`config.mk`:
```
export PLATFORM = sky130hd
export DESIGN_NAME = sent_tx_control
export DESIGN_NICKNAME = d
export VERILOG_FILES = /design/src/rtl/sent_tx_control.sv
export SDC_FILE = /design/constraint.sdc
export NUM_CORES = 1
export LEC_CHECK = 0
export BUFFER_PORTS_ARGS = -buffer_cell sky130_fd_sc_hd__buf_4
export CORE_MARGIN = 2
export CORE_UTILIZATION = 30
export DETAILED_ROUTE_END_ITERATION = 10
export GPL_TIMING_DRIVEN = 0
export PLACE_DENSITY = 0.46
export SLEW_MARGIN = 25
export SYNTH_ARGS = -nofsm -noshare
export SYNTH_HDL_FRONTEND = slang
export SYNTH_SLANG_ARGS = --single-unit
```
`constraint.sdc`:
```
create_clock -name clk_tx -period 2.25 [get_ports clk_tx]
set_clock_uncertainty 0.15 [all_clocks]
set_input_delay 0.3375 -clock clk_tx [delete_from_list [all_inputs] [get_ports clk_tx]]
set_output_delay 0.3375 -clock clk_tx [all_outputs]
set_load 0.01 [all_outputs]
```
`src/rtl/sent_tx_control.sv`:
```
// sent_tx_control
//   Transmit-side control for the SENT link. Pops fast-channel words from the
//   TX FIFO, packs them into six data nibbles according to the frame format,
//   multiplexes a 16-frame short serial message into status bits 3:2 and
//   presents one complete frame at a time to the TX pulse generator.
//
// Ports
//   clk_tx, reset_n_tx      clock (posedge) / async active-low reset
//   frame_format[2:0]       1=12_12 2=ONE_12 3=HS_ONE_12 4=SECURE
//                           5=SINGLE_12_0 6=14_10 7=16_8 0=off
//   fifo_empty_tx           TX FIFO empty
//   data_from_fifo_tx[11:0] FIFO read data, valid the cycle after a pop
//   read_enable_tx          one-cycle FIFO pop strobe
//   status_bits[1:0]        user status, sent in status nibble [1:0]
//   serial_load             capture id_serial/data_serial (ignored while busy)
//   id_serial, data_serial  short serial message contents
//   serial_busy             message captured or being sent
//   frame_ready             pulse generator accepts the frame
//   frame_valid             frame fields valid, held until frame_ready
//   status_nibble[3:0]      {start bit, serial bit, status_bits}
//   data_nibbles[23:0]      nibble1 at [23:20] .. nibble6 at [3:0]
//   nibble_count[2:0]       data nibbles to send: 6, or 4 for format 3
module sent_tx_control #(
  parameter int          SERIAL_FRAMES = 16,
  parameter logic [3:0]  CRC_SEED      = 4'b0101
) (
  input  logic        clk_tx,
  input  logic        reset_n_tx,
  input  logic [2:0]  frame_format,
  input  logic        fifo_empty_tx,
  input  logic [11:0] data_from_fifo_tx,
  output logic        read_enable_tx,
  input  logic [1:0]  status_bits,
  input  logic        serial_load,
  input  logic [3:0]  id_serial,
  input  logic [7:0]  data_serial,
  output logic        serial_busy,
  input  logic        frame_ready,
  output logic        frame_valid,
  output logic [3:0]  status_nibble,
  output logic [23:0] data_nibbles,
  output logic [2:0]  nibble_count
);

  localparam logic [3:0] LAST_FRAME = 4'(SERIAL_FRAMES - 1);

  typedef enum logic [2:0] {IDLE, POP0, CAP0, POP1, CAP1, SEND} state_t;

  state_t      state, state_nx;
  logic [2:0]  fmt_q;
  logic [11:0] w0_q;
  logic        pop_d;       // a pop was issued last cycle, FIFO data is valid now
  logic [11:0] w0_src;
  logic [11:0] tail;
  logic [23:0] pack;
  logic        enter_send;
  logic        xfer;
  logic        frame_ser;   // the frame on the outputs carries a serial-message bit
  logic [3:0]  ser_cnt;
  logic [15:0] ser_msg;
  logic [3:0]  ser_idx;

  // Serial CRC-4, x^4+x^3+x^2+1, over id, data[7:4], data[3:0] and a trailing
  // zero nibble, MSB first.
  function automatic logic [3:0] crc4(input logic [11:0] msg);
    logic [15:0] bits;
    logic [3:0]  c;
    logic        fb;
    bits = {msg, 4'b0000};
    c    = CRC_SEED;
    for (int i = 15; i >= 0; i--) begin
      fb = c[3] ^ bits[i];
      c  = {c[2:0], 1'b0} ^ (fb ? 4'b1101 : 4'b0000);
    end
    return c;
  endfunction

  // ---------------- control FSM ----------------
  always_ff @(posedge clk_tx or negedge reset_n_tx) begin
    if (!reset_n_tx) state <= IDLE;
    else             state <= state_nx;
  end

  always_comb begin
    state_nx       = state;
    read_enable_tx = 1'b0;
    case (state)
      IDLE: if (frame_format != 3'd0 && !fifo_empty_tx) state_nx = POP0;
      POP0: begin
        read_enable_tx = 1'b1;
        state_nx       = CAP0;
      end
      // Two-word formats wait here for the second word; a half frame is never sent.
      CAP0: begin
        if (fmt_q == 3'd2 || fmt_q == 3'd3) state_nx = SEND;
        else if (!fifo_empty_tx)            state_nx = POP1;
      end
      POP1: begin
        read_enable_tx = 1'b1;
        state_nx       = CAP1;
      end
      CAP1: state_nx = SEND;
      SEND: if (frame_valid && frame_ready) state_nx = IDLE;
      default: state_nx = IDLE;
    endcase
  end

  assign enter_send = (state_nx == SEND) && (state != SEND);
  assign xfer       = frame_valid && frame_ready;

  // ---------------- word capture and packing ----------------
  // Fields are registered on the edge entering SEND, when the last word is
  // still on the FIFO read port, so that word is taken straight from the port.
  always_comb begin
    w0_src = (state == CAP0 && pop_d) ? data_from_fifo_tx : w0_q;
    case (fmt_q)
      3'd1, 3'd4, 3'd5: tail = {data_from_fifo_tx[3:0], data_from_fifo_tx[7:4],
                                data_from_fifo_tx[11:8]};
      3'd6:             tail = {2'b00, data_from_fifo_tx[1:0], data_from_fifo_tx[5:2],
                                data_from_fifo_tx[9:6]};
      3'd7:             tail = {data_from_fifo_tx[11:8], data_from_fifo_tx[3:0],
                                data_from_fifo_tx[7:4]};
      default:          tail = 12'h000;
    endcase
    pack = {w0_src, tail};
  end

  always_ff @(posedge clk_tx or negedge reset_n_tx) begin
    if (!reset_n_tx) begin
      pop_d <= 1'b0;
      fmt_q <= 3'd0;
      w0_q  <= 12'h000;
    end else begin
      pop_d <= read_enable_tx;
      // Format is frozen for the whole frame.
      if (state == IDLE && state_nx == POP0) fmt_q <= frame_format;
      if (state == CAP0 && pop_d)            w0_q  <= data_from_fifo_tx;
    end
  end

  // ---------------- frame outputs ----------------
  assign ser_idx = 4'd15 - ser_cnt;

  always_ff @(posedge clk_tx or negedge reset_n_tx) begin
    if (!reset_n_tx) begin
      frame_valid   <= 1'b0;
      frame_ser     <= 1'b0;
      status_nibble <= 4'h0;
      data_nibbles  <= 24'h0;
      nibble_count  <= 3'd0;
    end else if (enter_send) begin
      frame_valid   <= 1'b1;
      frame_ser     <= serial_busy;
      status_nibble <= {serial_busy && ser_cnt == 4'd0,
                        serial_busy && ser_msg[ser_idx],
                        status_bits};
      data_nibbles  <= pack;
      nibble_count  <= (fmt_q == 3'd3) ? 3'd4 : 3'd6;
    end else if (xfer) begin
      frame_valid <= 1'b0;
    end
  end

  // ---------------- short serial message ----------------
  // A message loaded while a frame is already on the outputs starts on the
  // following frame; frame_ser keeps that frame from advancing the counter.
  always_ff @(posedge clk_tx or negedge reset_n_tx) begin
    if (!reset_n_tx) begin
      serial_busy <= 1'b0;
      ser_cnt     <= 4'd0;
      ser_msg     <= 16'h0;
    end else begin
      if (serial_load && !serial_busy) begin
        serial_busy <= 1'b1;
        ser_msg     <= {id_serial, data_serial, crc4({id_serial, data_serial})};
      end
      if (xfer && frame_ser) begin
        if (ser_cnt == LAST_FRAME) begin
          ser_cnt     <= 4'd0;
          serial_busy <= 1'b0;
        end else begin
          ser_cnt <= ser_cnt + 4'd1;
        end
      end
    end
  end

endmodule

```
* Word level (Yosys, flattened, before mapping)
Cells that the tools add are included.
** Word-level totals
- Register bits after elaboration :: 73
- Bits of input ports :: 34
- Output and inout port bits :: 34
- Logic and storage cells :: 109
** Operators by class
- $add $sub $neg :: 2
- $lt $le $gt $ge :: 1
- Eq/ne operators :: 16
- Multiplexer cells :: 33
- Bitwise operators :: 27
- Reductions and logical operators :: 18
** Operator list (count)
- $mux W4 :: 17
- $xor A4 B4 Y4 :: 15
- $pmux W12 S3 :: 1
- $eq A3 B3 Y1 const B :: 7
- $pmux W3 S6 :: 1
- $eq A3 B2 Y1 const B :: 4
- $mux W12 :: 1
- $mux W3 :: 4
- $xor A1 B1 Y1 :: 11
- $eq A3 B1 Y1 const B :: 3
- $logic_and A1 B1 Y1 :: 9
- $mux W1 :: 7
- $lt A4 B5 Y1 const B :: 1
- $add A4 B1 Y4 const B :: 1
- $bmux W1 S4 :: 1
- $eq A4 B4 Y1 const B :: 1
- $logic_not A4 Y1 :: 1
- $sub A4 B4 Y4 const A :: 1
- $logic_not A3 Y1 :: 1
- $ne A3 B3 Y1 const B :: 1
- $reduce_bool A3 Y1 :: 1
- $reduce_or A3 Y1 :: 1
- $logic_not A1 Y1 :: 2
- $mux W2 :: 1
- 4 further kinds :: 4

* Logic depth before layout (Yosys ltp)
Gate-level depths: netlist (run 1).
- Depth after elaboration :: 43
- Mapped depth :: 6

* Least setup slack after synthesis (run 1)
No wires, ideal clock.
- Path kind :: register -> register
- From :: register state[2]
- To :: register data_nibbles[23]
- Library setup time :: 0.128 ns
- Arrival time :: 1.511 ns
- Path slack :: 0.461 ns
- Stages on the path, launching flop included :: 5
- Buffers on the path :: 1
- Clock period less this slack :: 1.789 ns
- Cell sequence :: dfrtp_1 nand4bb_1 a21oi_4 buf_6 mux2_1
** On the way
- Word-level cells in the longest chain between the ends :: 5
** Ends and longest elaborated chain
- start, declared :: RTL line 49 : state_t state, state_nx;
- start signal, assigned :: RTL line 81 : else state <= state_nx;
- $mux W3 :: RTL line 96 : else if (!fifo_empty_tx) state_nx = POP1;
- $mux W3 :: RTL line 95 : if (fmt_q == 3'd2 || fmt_q == 3'd3) state_nx = SEND;
- $pmux W3 S6 :: RTL line 87 : case (state)
- $eq A3 B3 Y1 :: RTL line 108 : assign enter_send = (state_nx == SEND) && (state != SEND);
- $logic_and A1 B1 Y1 :: RTL line 108
- end signal, assigned :: RTL line 157 : data_nibbles <= pack;
- end, declared :: RTL line 41 : output logic [23:0] data_nibbles,
Parallel ways exist; a longest one is shown, timed or not.
A chain may end at the register's enable or synchronous reset.

* Final worst setup path (run 1)
Same ends and word-level chain as after synthesis.

==> results of run 1 <==
==> critical path: cells and delay by family, from the launching register on <==
kind / cells / cell delay (ns)
AOI/OAI and AO/OA: 1 / 0.40
buffers and inverters: 1 / 0.24
DFF: 1 / 0.46
muxes: 1 / 0.33
and+or+nand+nor: 1 / 0.28
==> layout make-up <==
type	count	share of cell area (%)
inverter	11	0.9257
buffer	16	2.300
timing repair buffer	67	11.42
sequential	72	40.39
clock inverter	5	2.328
multi-input combinational	181	33.18
clock buffer	11	5.442
tap	143	4.011
==> Yosys cell counts, types with 2 or more instances <==
cell,number
nand2b_1,2
nor2b_1,10
nor2_1,10
a2bb2oi_1,2
ha_1,2
mux2_2,18
mux4_2,2
a22oi_1,5
a21oi_1,22
xnor2_1,13
inv_1,10
o21a_1,6
clkbuf_1,5
buf_4,3
mux2_1,3
a22o_1,4
mux2_4,20
mux2i_1,4
o22ai_1,3
buf_2,6
a31oi_1,3
o221ai_1,6
dfrtp_1,72
nand2_1,14
o21ai_0,12
nand3_1,2
==> where the power goes <==
group,switching (W),internal (W),total [W],leakage (nW)
Clock,0.000550,0.00111,0.00166,0.170
Combinational,0.00116,0.00126,0.00242,0.948
Sequential,0.000303,0.00179,0.00210,0.882
Total,0.00201,0.00417,0.00618,2.00
==> final timing paths <==
path / startpoint / endpoint / slack [ns]
max: state[2] / data_nibbles[23] / 0.26
min: fifo_empty_tx / state[0] / 0.05
max reg2reg: state[2] / data_nibbles[23] / 0.26
min reg2reg: nibble_count[2] / nibble_count[2] / 0.32
max in group asynchronous: reset_n_tx / data_nibbles[22] / 1.05
min in group asynchronous: reset_n_tx / data_nibbles[14] / 0.42
==> registers in the layout, summed over array words and instances (netlist names), 2 cells and up <==
| name | flops |
|---|---|
| data_nibbles | 24 |
| fmt_q | 3 |
| nibble_count | 2 |
| ser_cnt | 4 |
| ser_msg | 16 |
| state | 3 |
| status_nibble | 4 |
| w0_q | 12 |
==> routing by layer <==
layer | GRT usage (%) | vias to the layer above | share of wire [%]
li1 | - | 1156 | -
met1 | 19.07 | 1158 | 49
met2 | 18.94 | 51 | 45
met3 | 3.171 | 11 | 4.5
met4 | 5.500 | 0 | 1.5
met5 | 0 | - | 0
==> cell families (layout without fill, tap and decap cells) <==
group	after synthesis	in the layout	share of synthesized area (%)
xor gates and xnor gates	14	14	3.579
adders and majority gates	2	2	0.7303
other	1	1	0.1095
muxes	47	47	18.15
DFF	72	72	52.59
buffers and inverters	27	110	4.200
AOI/OAI and AO/OA	70	70	13.55
and+or+nand+nor	47	47	7.086
==> per-stage QoR <==
stage | hold WS, ns | instances | cell area [µm²] | util, % | setup slack [ns]
after detailed placement | 0.3162 | 489 | 4100 | 36.37 | 0.2383
after CTS | 0.03159 | 505 | 4447 | 39.45 | 0.2302
after floorplan | -0.1081 | 280 | 3426 | - | 0.4614
after global routing | 0.04580 | 506 | 4461 | 39.57 | 0.1336
after global placement | 0.3157 | 489 | 4100 | 36.37 | 0.2567
final | 0.04902 | 506 | 4461 | 39.57 | 0.2619
==> results, run 1 <==
- The run finished with clean final reports.
- In this run, synthesis inferred 0 flip-flops with an integrated enable.
- After synthesis, flip-flops and latches occupy 52.59% of the total area.
- The number of antenna violations at the first check in global routing came to 0.
- The net count of the finished layout is 394.
- The initial core utilization is 30.39%.
- The final estimated routing congestion in global placement is between 0.7 and 0.8.
- Headroom to the max-slew limit came out at 47.42%.
- The average routed wire per standard cell is 15.55 µm.
- Relative to the synthesized area, the layout overhead comes to 30.20%.
- The count of different cell masters after synthesis is 47.
- Synthesis produced 280 cells.
- The largest individual stage delay along the critical path comes from the cell dfrtp_1.
- Setup repair after global routing left no endpoint under its margin.
- The category of the worst setup path launch point is a register.
- The flip-flop cell with the highest count after synthesis is dfrtp_1.
- The wire length of the first global-routing pass is 12800 µm.
- The top cell types in the final layout, fill and taps aside, are dfrtp_1 (72), buf_4 (68), a21oi_1 (22).
- Traced cell by cell, the critical path runs through nand4bb_1 -> a21oi_4 -> buf_6 -> mux2_1.
- After clock tree synthesis, the clock-pin slew on the worst setup and hold paths is 0.06 ns.
- The post-synthesis sequential element count is 72.
- The total area of sequential cells is around 1800 µm².
- In the final layout, the share of cells above drive strength 1 is a little under two fifths.
- The category of the worst setup path capture point is a register.
- At the later pin of the worst-skew pair, clock insertion delay measures 0.33 ns.
- The total global routing overflow is 0.
- The total global routing track utilization is 13.20%.
- The worst hold path depth is 2.
- The maximum net fanout on the critical path is 10.
- The floorplan die height is 110.9 µm.
- The timing-limited maximum frequency is 0.5030 GHz.
- a little under 70 I/O pins were placed.
- Row generation in the floorplan step produced 39 rows.
- After detailed routing, the number of vias per cell comes to 4.696.
- The number of nets still failing antenna checks after routing is 0.
- The largest total area in the synthesized netlist belongs to dfrtp_1.
- The root buffer cell chosen for the clock tree is clkbuf_16.
- The slew at the pin with the worst max-slew slack is 0.7778 ns.
- The clock sink count is 72.
- The highest cell delay on the worst timing path is 0.46 ns.
- The number of antenna diodes in the final layout is 0.
- The time the worst path needs with I/O delays and setup is between 1.5 and 2 ns.
- The core region is between 10000 and 15000 µm².
- The count of buffers added on input and output ports is 66.
- The worst reg-to-reg path cell count is 4.
- The critical path is of the reg -> reg type.
- The number of setup buffers added after CTS is 0.
- The number of buffers added by the clock tree synthesis step is 9.
- The first TritonRoute pass finished after 4 iterations.
- Leaving out fill and tap cells, the most frequent cell in the layout is dfrtp_1.
- The maximum VDD drop is 0.0004944 V.
- The critical path data required time is ~2.3 ns.
- The top cell type by area accounts for a little over half of the synthesized area.
- In this run, post-CTS hold repair placed 0 buffers.
- The longest clock path from root to sink contains 2 buffers.
- Summing every instance area after synthesis gives 3426 µm².
- The detailed-route DRC error count is 0.
- The total half-perimeter wirelength after legalization and detailed placement is 5671 µm.
- The area occupied by multi-input gates is ~1500 µm².
- The count of fill cells added during filler insertion is 1095.
- Sorting the synthesized cells by area gives the leading types as dfrtp_1 (53%), mux2_4 (8.8%), mux2_2 (5.9%).
- The number of gates resized after CTS was 0.
- The final period utilization is approximately nine tenths.
- Setup violations remaining at the end of the flow were counted as 0.
- The die covers 12290 µm².
- The count of maximum capacitance violations is 0.
- The via count of the first global-routing pass came to about 2300.
- After layout, the design draws a total of 0.006177 W.
- The tightest min-delay check is of the in -> reg type.
- The clock tree synthesis step divided the H-tree into 3 levels.
- Data arrives at the worst endpoint at 2.04 ns.
- The number of DRC markers in iteration 0 is 81.
- TritonCTS built the clock tree.
- Entering global routing, the biggest net connects 73 pins.
- The number of nets produced by synthesis is 316.
- The total number of vias is 2376.
- For this run, asynchronously set or reset flops after synthesis account for 100.0%.
- Dividing the synthesized area by the synthesized cell count gives approximately 12 µm².
- Power spread over the standard cell area amounts to approximately 1400 nW/µm².
- The hold violation count in the final report is 0.
- Measured along the x axis, the die boundary spans 110.9 µm.
- The number of warnings printed during yosys synthesis is 0.
- The routed wire length is 7867 µm.
- The leakage component of the power is ~2 nW.
- The number of max-slew violations in the final report was 0.
- In the final timing run, aggregate negative setup slack is 0 ns.
No activity file was read; power rests on OpenSTA's default activity.
==> inputs of run 2 (changes only) <==
--- a/config.mk
+++ b/config.mk
@@ -10,6 +10,7 @@
 export CORE_UTILIZATION = 30
 export DETAILED_ROUTE_END_ITERATION = 10
 export GPL_TIMING_DRIVEN = 0
+export HOLD_SLACK_MARGIN = 0.05
 export PLACE_DENSITY = 0.46
 export SLEW_MARGIN = 25
 export SYNTH_ARGS = -nofsm -noshare
==> run 2 against run 1 <==
  * Global-route usage unchanged
  * Count of clock-buffer cells in the layout unchanged
  * Via count up 0.46%
  * Sequential power about the same
  * Cell area up 0.22%
  * Total power about the same
  * Core utilization up 0.089 points
  * Sequential share of layout area down 0.090 points
  * First-iteration DRC count up 4.9%
  * Die area unchanged
  * Non-clock buffer count up 1
  * Critical path type unchanged
  * Largest power group unchanged
==> results, run 2 (synthesis gave the netlist of run 1 again) <==
- Setup repair after global routing left no endpoint under its margin.
- The area occupied by multi-input gates is 1480 µm² (unchanged).
- The total number of placement rows came to 39 (unchanged).
- The number of antenna cells inserted was 0 (unchanged).
- The slew at the pin with the worst max-slew slack was 0.7769 ns (-0.0009310 ns).
- The worst hold path class is in -> reg.
- The number of buffers inserted by post-CTS setup repair is 0 (unchanged).
- The total number of vias is 2387 (+0.46%).
- The pin count of the biggest net entering global routing is 73 (unchanged).
- The number of buffers added by the clock tree synthesis step was 9 (unchanged).
- The time the worst path needs with I/O delays and setup is 1.989 ns (+0.001115 ns).
- The critical path data required time came to 2.31 ns (about the same).
- The final design utilization is 39.66% (+0.089 points).
- The worst reg-to-reg path cell count was 4 (unchanged).
- The maximum net fanout on the critical path was 10 (unchanged).
- The count of fill cells added during filler insertion is 1093 (-0.18%).
- The wire length of the first global-routing pass is 12800 µm (unchanged).
- The critical path data arrival time is 2.04 ns (about the same).
- The flow ran to the end, and the final reports show no timing, DRC or antenna violations.
- The number of DRC markers in iteration 0 was 85 (+4.9%).
- The total half-perimeter wirelength after legalization and detailed placement is 5671 µm (unchanged).
- The initial core utilization is 30.39% (unchanged).
- The number of I/O pins came to 68 (unchanged).
- The hold violation count in the final report is 0 (unchanged).
- The cell family contributing the most delay on the critical path is flip-flops.
- The cell at the slowest stage of the critical path is dfrtp_1.
- The number of input and output port buffers inserted is 66 (unchanged).
- The highest cell delay on the worst timing path is 0.46 ns (about the same).
- The clock insertion delay at the later pin of the skew report came to 0.33 ns (about the same).
- The number of nets still failing antenna checks after routing was 0 (unchanged).
- The routed wire length is 7847 µm (-0.25%).
- TritonCTS built the clock tree.
- The final sum of negative setup slack is 0 ns (unchanged).
- The area growth from synthesis to layout is 30.50%.
- The met2 wire length was 3529 µm (about the same).
- The number of flip-flops in the largest register is 24 (unchanged).
- The register ranked first by flip-flop count is data_nibbles.
- The worst hold path depth was 2 (unchanged).
- The total global routing track utilization is 13.20% (unchanged).
- The highest metal layer used by the detailed router is met4.
- The total buffers and inverters traversed by the critical path was 1 (unchanged).
- The standard cell area after detailed placement is 4100 µm² (unchanged).
- The number of placed instances, taps included is 489 (unchanged).
- The maximum VDD drop is 0.0004942 V (about the same).
- The critical path goes through nand4bb_1 -> a21oi_4 -> buf_6 -> mux2_1.
- The area of all placed cells without fillers is 4471 µm² (+0.22%).
- The total global routing overflow is 0 (unchanged).
- The clock sink count is 72 (unchanged).
- The quantity of gates resized following cts is 0 (unchanged).
- The floorplan die area is 12290 µm² (unchanged).
- The post-detailed-route via-to-cell ratio came to 4.708 (+0.26%).
- The average routed wire per standard cell is 15.48 µm (-0.45%).
- The count of maximum capacitance violations was 0 (unchanged).
- The wire length on met3 is 384 µm (+7.6%).
- STA classifies the critical path endpoint as a register.
- CTS placed an instance of clkbuf_16 at the clock tree root.
- The count of hold-fix buffers inserted at cts was 2 (+2).
- The top cell types in the final layout, fill and taps aside, are dfrtp_1 (72), buf_4 (68), a21oi_1 (22).
- The power density over the cells is 1382 nW/µm² (-0.21%).
- The floorplan die height is 110.9 µm (unchanged).
- The net count of the finished layout is 395 (+0.25%).
- The number of detailed-routing iterations run before antenna repair came to 4 (unchanged).
- The register-to-register setup slack was 0.26 ns (about the same).
- The number of standard cells in the layout, taps in and fillers out came to 507 (+0.20%).
- The number of setup violations in the final report is 0 (unchanged).
- The placeable core area came to 11270 µm² (unchanged).
- The total area of sequential cells is 1802 µm² (unchanged).
- The floorplan die width is 110.9 µm (unchanged).
- The number of antenna violations at the first check in global routing came to 0 (unchanged).
- The relative slew slack is 47.48% (+0.063 points).
- The final estimated routing congestion in global placement is 0.7315 (unchanged).
- The final period utilization was 88.41% (about the same).
- The cell count along the critical path is 4 (unchanged).
- The buffer depth of the longest clock path came to 2 (unchanged).
- The leakage component of the power is 2.004 nW (+0.21%).
- The ratio of cells with drive above 1 in the final layout came to 37.64% (-0.10 points).
- In the final layout, the registers with the most flip-flops are data_nibbles (24), ser_msg (16), w0_q (12).
- The clock edge transition at the registers on the reported setup and hold paths is 0.06 ns (about the same).
- The critical path is of the reg -> reg type.
- The detailed-route DRC error count is 0 (unchanged).
- The number of max-slew violations in the final report is 0 (unchanged).
- The via count of the first global-routing pass came to 2341 (unchanged).
- The worst setup path is launched from a register.
- The level count of the clock H-tree is 3 (unchanged).
- The timing-limited maximum frequency was 0.5027 GHz (about the same).
- The library cell used most frequently in the layout, excluding fill and tap cells, is dfrtp_1.
- The post-route met1 wirelength is 3818 µm (-1.1%).
run 2: changes by cell type in the layout (fill, tap and decap cells not counted), sizes merged:
cell and change:
dlygate4sd3 +1
run 2: worst paths after layout:
path | end | start
max | data_nibbles[23] | state[2]
min in group asynchronous | data_nibbles[14] | reset_n_tx
min reg2reg | nibble_count[2] | nibble_count[2]
max in group asynchronous | data_nibbles[22] | reset_n_tx
max reg2reg | data_nibbles[23] | state[2]
min | status_nibble[1] | status_bits[1]
run 2: area by class of cell:
class | instances | area share (%)
Inverter | 11 | 0.9236
Tap cell | 143 | 4.002
Multi-Input combinational cell | 181 | 33.11
Sequential cell | 72 | 40.30
Clock buffer | 11 | 5.430
Timing Repair Buffer | 68 | 11.61
Clock inverter | 5 | 2.323
Buffer | 16 | 2.295
run 2: stage by stage:
step	setup slack, ns	hold WS [ns]	total power [W]
6_report	0.2608	0.07601	0.006178
5_1_grt	0.1336	0.06858	0.006591
4_1_cts	0.2302	0.06914	0.006275
3_5_place_dp	0.2383	0.3162	0.004578
3_3_place_gp	0.2567	0.3157	0.004540
2_1_floorplan	0.4614	-0.1081	0.003684
run 2: where the power goes:
group	switching, W	leakage (nW)	internal (W)	total [W]
Combinational	0.00116	0.952	0.00126	0.00242
Sequential	0.000302	0.882	0.00179	0.00209
Clock	0.000548	0.170	0.00111	0.00166
run 2: layer usage:
layer  up-vias  track usage (%)
met5         -                0
met4         0            5.500
met3        11            3.116
met2        52            18.94
met1      1166            19.10
li1       1158                -
